`config.mk`:
```
export PLATFORM = sky130hd
export DESIGN_NAME = voting_session
export DESIGN_NICKNAME = d
export VERILOG_FILES = /design/src/rtl/voting_session.sv
export SDC_FILE = /design/constraint.sdc
export NUM_CORES = 1
export LEC_CHECK = 0
export ABC_AREA = 1
export CAP_MARGIN = 20
export CORE_MARGIN = 2
export CORE_UTILIZATION = 52
export CTS_BUF_LIST = sky130_fd_sc_hd__clkbuf_4
export CTS_CLUSTER_SIZE = 16
export DETAILED_ROUTE_END_ITERATION = 8
export HOLD_SLACK_MARGIN = 0.08
export PLACE_DENSITY = 0.88
export REMOVE_ABC_BUFFERS = 1
export SLEW_MARGIN = 20
export SYNTH_ARGS = -nofsm -noshare
export SYNTH_HDL_FRONTEND = slang
export SYNTH_SLANG_ARGS = --single-unit
```
`constraint.sdc`:
```
create_clock -name clk -period 2.1 [get_ports clk]
set_clock_uncertainty 0.05 [all_clocks]
set_input_delay 0.21 -clock clk [delete_from_list [all_inputs] [get_ports clk]]
set_output_delay 0.21 -clock clk [all_outputs]
set_load 0.01 [all_outputs]
```
`src/rtl/voting_session.sv`:
```
// Clocked voting session: opens on start, locks one ballot per voter, closes on
// command, all-voted or timeout, tallies voters serially and holds the result.
module voting_session #(
    parameter int N_VOTERS    = 5,
    parameter int THRESHOLD   = N_VOTERS / 2 + 1,
    parameter int TIMEOUT_CYC = 0,
    parameter int CW          = $clog2(N_VOTERS + 1)
) (
    input  logic                clk,
    input  logic                rst,
    input  logic                start,
    input  logic                close,
    input  logic [N_VOTERS-1:0] vote_en,
    input  logic [N_VOTERS-1:0] vote_yes,
    output logic [N_VOTERS-1:0] voted,
    output logic                busy,
    output logic [CW-1:0]       yes_cnt,
    output logic [CW-1:0]       no_cnt,
    output logic                result,
    output logic                result_valid,
    output logic                timeout
);

    // state  | meaning
    // IDLE   | no session since reset
    // VOTING | ballots being collected
    // COUNT  | serial tally, one voter per cycle
    // RESULT | tallies and pass/fail held until next start
    localparam logic [1:0] IDLE   = 2'd0;
    localparam logic [1:0] VOTING = 2'd1;
    localparam logic [1:0] COUNT  = 2'd2;
    localparam logic [1:0] RESULT = 2'd3;

    localparam int IW = $clog2(N_VOTERS);
    localparam int TW = (TIMEOUT_CYC > 1) ? $clog2(TIMEOUT_CYC) : 1;

    logic [1:0]          state;
    logic [N_VOTERS-1:0] ballot;
    logic [TW-1:0]       timer;
    logic [IW-1:0]       index;

    logic [N_VOTERS-1:0] new_votes;
    logic [N_VOTERS-1:0] voted_nx;
    logic [N_VOTERS-1:0] ballot_nx;
    logic                all_voted;
    logic                timer_hit;
    logic                vote_exit;
    logic                bit_yes;
    logic                bit_no;
    logic [CW-1:0]       yes_nx;
    logic [CW-1:0]       no_nx;
    logic                last_idx;

    always_comb begin
        new_votes = vote_en & ~voted;
        voted_nx  = voted | new_votes;
        ballot_nx = (ballot & ~new_votes) | (vote_yes & new_votes);
        // Ballots landing on this edge count toward the all-voted close
        all_voted = &voted_nx;
        timer_hit = (TIMEOUT_CYC != 0) && (timer == TW'(TIMEOUT_CYC - 1));
        vote_exit = close | all_voted | timer_hit;
        bit_yes   = voted[index] & ballot[index];
        bit_no    = voted[index] & ~ballot[index];
        yes_nx    = yes_cnt + CW'(bit_yes);
        no_nx     = no_cnt + CW'(bit_no);
        last_idx  = (index == IW'(N_VOTERS - 1));
    end

    always_ff @(posedge clk or posedge rst) begin
        if (rst) begin
            state        <= IDLE;
            voted        <= '0;
            ballot       <= '0;
            yes_cnt      <= '0;
            no_cnt       <= '0;
            result       <= 1'b0;
            result_valid <= 1'b0;
            timeout      <= 1'b0;
            busy         <= 1'b0;
            timer        <= '0;
            index        <= '0;
        end else begin
            case (state)
                IDLE, RESULT: begin
                    if (start) begin
                        state        <= VOTING;
                        voted        <= '0;
                        ballot       <= '0;
                        yes_cnt      <= '0;
                        no_cnt       <= '0;
                        result       <= 1'b0;
                        result_valid <= 1'b0;
                        timeout      <= 1'b0;
                        timer        <= '0;
                        index        <= '0;
                        busy         <= 1'b1;
                    end
                end
                VOTING: begin
                    voted  <= voted_nx;
                    ballot <= ballot_nx;
                    if (vote_exit) begin
                        state   <= COUNT;
                        index   <= '0;
                        // Timer only reports when nothing else closed the vote
                        timeout <= timer_hit & ~close & ~all_voted;
                    end else if (TIMEOUT_CYC != 0) begin
                        timer <= timer + TW'(1);
                    end
                end
                COUNT: begin
                    yes_cnt <= yes_nx;
                    no_cnt  <= no_nx;
                    index   <= index + IW'(1);
                    if (last_idx) begin
                        state        <= RESULT;
                        busy         <= 1'b0;
                        result_valid <= 1'b1;
                        result       <= (yes_nx >= CW'(THRESHOLD));
                    end
                end
                default: state <= IDLE;
            endcase
        end
    end

endmodule

```
---- After elaboration in Yosys (flattened, before gate mapping) ----
Index checks and enable logic that the tools add are counted.
storage, ports and cells
  input bits .............................. 14
  output and inout port bits .............. 15
  logic and storage cells ................. 70
  register bits after elaboration ......... 25
cells by class
  $add $sub $neg .......................... 3
  equality and inequality tests ........... 7
  multiplexer cells ....................... 26
  bitwise logic cells ..................... 11
  reduce and logical (&&, ||, !) cells .... 11
  $lt $le $gt $ge ......................... 2
operator list
  kind                 number
  $pmux 5 s2           2
  $and 5x5->5          3
  $pmux 3 s2           2
  $not 5->5            2
  $or 5x5->5           2
  $pmux 3 s3           1
  $reduce_and 3->1     3
  $mux 1               8
  $pmux 1 s2           4
  $add 3x1->3          2
  $bmux 1 s3           2
  $mux 2               3
  $mux 3               2
  $ne 2x2->1 const B   3
  $pmux 2 s3           1
  $reduce_and 2->1     3
  $mux 5               1
  $reduce_and 5->1     1
  $eq 2x2->1 const B   2
  $lt 3x4->1 const B   1
  $reduce_bool 2->1    2
  $add 3x1->3 const B  1
  $eq 3x3->1 const B   1
  $ge 3x2->1 const B   1
  6 further kinds      7

---- Logic depth before layout (Yosys ltp) ----
  depth in word-level cells ............... 7
  gate-level depth with buffers ........... 13
  gate-level depth less buffers ........... 13

---- Least setup slack after synthesis ----
No wires, ideal clock.
  path kind ............................... register to register
  start point ............................. reg index[0]
  end point ............................... reg result
  setup time .............................. 0.125 ns
  path buffers ............................ 0
  clock period less this slack ............ 1.802 ns
  data required time ...................... 1.925 ns
  path slack .............................. 0.298 ns
  cell stages (with the launch flop) ...... 14
  arrival time ............................ 1.626 ns
  cells stage by stage .................... dfrtp_1 -> inv_1 -> nand2_1 -> nand3_1 -> nand3_1 -> o21ai_0 -> nand2_1 -> inv_1 -> ha_1 -> ha_1 -> xnor2_1 -> nor2_1 -> a21oi_1 -> a21oi_1
between the ends
  cells in the longest elaborated chain, start to end .. 7
  elaborated cells on any way between the ends .. 12
  those cells by class .................... 1 x add/sub; 1 x order compare; 2 x eq/ne; 6 x mux; 1 x bitwise; 1 x reduce/logical
RTL lines
  item                          line  source
  start, declared               40    logic [IW-1:0] index;
  start signal, assigned        114   index <= index + IW'(1);
  $bmux 1 s3                    62    bit_yes = voted[index] & ballot[index];
  $mux 1 (not written as such)  62
  $and 1x1->1                   62
  $add 3x1->3                   64    yes_nx = yes_cnt + CW'(bit_yes);
  $ge 3x2->1                    119   result <= (yes_nx >= CW'(THRESHOLD));
  $mux 1                        115   if (last_idx) begin
  $pmux 1 s2                    83    case (state)
  end signal, assigned          119
  end, declared                 19    output logic result,
Parallel ways exist; a longest one is shown, timed or not. The select of a mux whose other input is x is not followed.
A chain may end at the register's enable or synchronous reset.

---- Worst setup path in the final report ----
Ends and elaborated chain as after synthesis.

==> impl_metrics.tcl <==
set metrics [dict create \
    h-tree-depth 1 \
    floorplan.io_pins 29 \
    design.final.nets 236 \
    clock-root-buffer "sky130_fd_sc_hd__clkbuf_4" \
    drc_errors 0 \
    postSynth.topFlopCell "sky130_fd_sc_hd__dfrtp_1" \
    ys_seq_elements 24 \
    max_stage_delay_ps 470 \
    worst_slack_ps 60.14 \
    clk_latency_ps 310 \
    first_global_vias 1154 \
    cts_hold_buffers 0 \
    fp.dieArea_um2 3040 \
    n_antenna_cell 0 \
    timing.final.crit_period_ps 2040 \
    synth-seq-area-share_pct 44.16 \
    port-buffer-count 27 \
    grt_antenna_before_repair 0 \
    total_routed_wirelength_mm 3.317 \
    reg_to_reg_setup_timing_slack_ps 60 \
    netlist_top_cells_count "sky130_fd_sc_hd__nand2_1, sky130_fd_sc_hd__dfrtp_1, sky130_fd_sc_hd__inv_1" \
    postRouteAntennaNets 0 \
    worst_hold_path_type "in2async" \
    hpwl_mm 2.472 \
    clk_path_buf_depth 2 \
    drt_pre_antenna_iters 4 \
    grt_pass1_wl_mm 5.023 \
    layout.cells.non_filler 241 \
    path_class "reg2reg" \
    vias_per_cell 5.373 \
    peakVddDrop_mv 1.031 \
    synth.most_common_cell "sky130_fd_sc_hd__nand2_1" \
    worst-path-stages 13 \
    place_inst 233 \
    share_of_layout_cells_above_drive_strength_1_pct 12.80 \
    timing.rr.start "index[0]" \
    cts-buffers-inserted 3 \
    initial_core_util_pct 54.90 \
    critPathMaxFanout 6 \
    critical_path.top_delay_family "flip-flops" \
    synthesis.area_per_instance_um2 7.728 \
    initialDrtViolationCount 36 \
    finalHoldViolations 0 \
    post_synth_inst_count 176 \
    worst-endpoint-arrival_ps 2200 \
    setup_tns_ps 0 \
    status "finished, final reports clean" \
    synthArstFlopShare_pct 100.0 \
    placement_rows 18 \
    power.density_nw_per_um2 1252 \
    synth_enable_flop_cells 0 \
    route.detailed.wl_per_inst_um 13.76 \
    yosys.area.top_type "sky130_fd_sc_hd__dfrtp_1" \
    maxCapViolCount 0 \
    die_h_um 55.14 \
    grt.total_usage_pct 23.76 \
    final_min_period_over_clock_period_pct 97.14 \
    timing.critical_path.slowest_stage_cell "sky130_fd_sc_hd__dfrtp_2" \
    critical_path.cell_chain "buf_6 -> a21oi_2 -> o21ai_1 -> nand3_1 -> nand2_1 -> nand2_1 -> inv_1 -> ha_1 -> ha_2 -> xnor2_2 -> nor2_2 -> a21oi_2 -> a21oi_1" \
    utilization_after_layout_pct 70.86 \
    worst_r2r_endpoint "result" \
    cts_tree "done" \
    clkSlewWorstSetupHoldPaths_ps 130 \
    fmaxAchievable_mhz 490.2 \
    timing.final.max_slew_violations 0 \
    worstPathBufferInverterCount 2 \
    die_width_um 55.14 \
    gp_congestion 1.003 \
    netlist_top_cells_area "sky130_fd_sc_hd__dfrtp_1, sky130_fd_sc_hd__nand2_1, sky130_fd_sc_hd__ha_1" \
    total_leakage_power_nw 0.8661 \
    cts.sinks 24 \
    end_kind "register" \
    synth_area_um2 1360 \
    synth_top_area_share_pct 44.16 \
    synth.distinct_cells 19 \
    routed-via-count 1295 \
    finalSetupViolCount 0 \
    overflow 0 \
    grt_start_max_net_pins 25 \
    area.growth.synth_to_final_pct 29.07 \
    ff2ff_path_depth 13 \
    required_ps 2260 \
    post-layout-total-power_mw 2.197 \
    setup_ws_pre_cts_ps 5.542 \
    critical_path.startpoint_type "register" \
    synthesis.yosys.warnings 0 \
    placeableCoreArea_um2 2477 \
]
-- where the power goes --
group	internal [mW]	switching [mW]
registers	0.610	0.132
clock network	0.0672	0.136
logic	0.501	0.751
-- metrics by stage --
stage          instance area [µm²]  hold WS (ps)
6_report                      1755         167.9
5_1_grt                       1755         227.0
4_1_cts                       1692         173.1
3_5_place_dp                  1668         447.7
3_3_place_gp                  1668         435.3
2_1_floorplan                 1345         174.6
-- registers in the layout (all words and copies together), names as in the netlist --
signal	cells
yes_cnt	3
no_cnt	3
result	1
result_valid	1
ballot	5
voted	5
state	2
busy	1
index	3
-- placed cells by master (no fill, tap or decap), drive strengths merged --
| cell type | count |
|---|---|
| a21oi | 16 |
| and3 | 1 |
| buf | 7 |
| clkbuf | 3 |
| clkdlybuf4s50 | 27 |
| conb | 1 |
| dfrtp | 24 |
| ha | 9 |
| inv | 24 |
| nand2 | 44 |
| nand3 | 12 |
| nand4 | 3 |
| nor2 | 14 |
| nor3 | 1 |
| o21ai | 22 |
| or2 | 2 |
| xnor2 | 1 |
-- per-layer routing --
metal / vias up / track usage (%) / share of wire, %
met3: 13 / 2.419 / 4.8
met2: 40 / 39.68 / 49
met4: 0 / 14.63 / 3.8
li1: 639 / - / -
met5: - / 0 / 0
met1: 603 / 29.37 / 43
-- area by class of cell --
class / instances / area, µm²
clock buffer: 3 / 22.52
fill: 200 / 721.9
inverter: 24 / 90.09
multi-input combinational: 126 / 674.4
sequential: 24 / 604.3
tap: 30 / 37.54
timing repair buffer: 34 / 326.6
-- worst reg2reg max path, delay by kind of cell, from the launching register on --
kind / cells / cell delay (ps)
flops: 1 / 470
simple gates: 4 / 310
buf+inv: 2 / 180
fa+ha+maj: 2 / 350
xor+xnor: 1 / 170
compound gates: 4 / 400
-- logic make-up after synthesis --
| group | synth area share (%) |
|---|---|
| buf+inv | 7.727 |
| xor+xnor | 0.6441 |
| compound gates | 14.26 |
| flops | 44.16 |
| fa+ha+maj | 8.280 |
| simple gates | 24.66 |
| other cells | 0.2757 |
-- timing repair --
item / CTS / global route
setup buffers: 0 / 5
resized for setup: 1 / 15
pin swaps: 0 / 6
cloned: 0 / 0
endpoints found under the setup margin: 1 / 2
-- how the worst max path moves through the flow --
stage / from / to
6_report: index[0] / result
5_1_grt: index[0] / result
4_1_cts: index[0] / result
3_5_place_dp: index[0] / result
3_3_place_gp: index[0] / result
2_1_floorplan: index[0] / result
No activity file was read; power rests on OpenSTA's default activity.
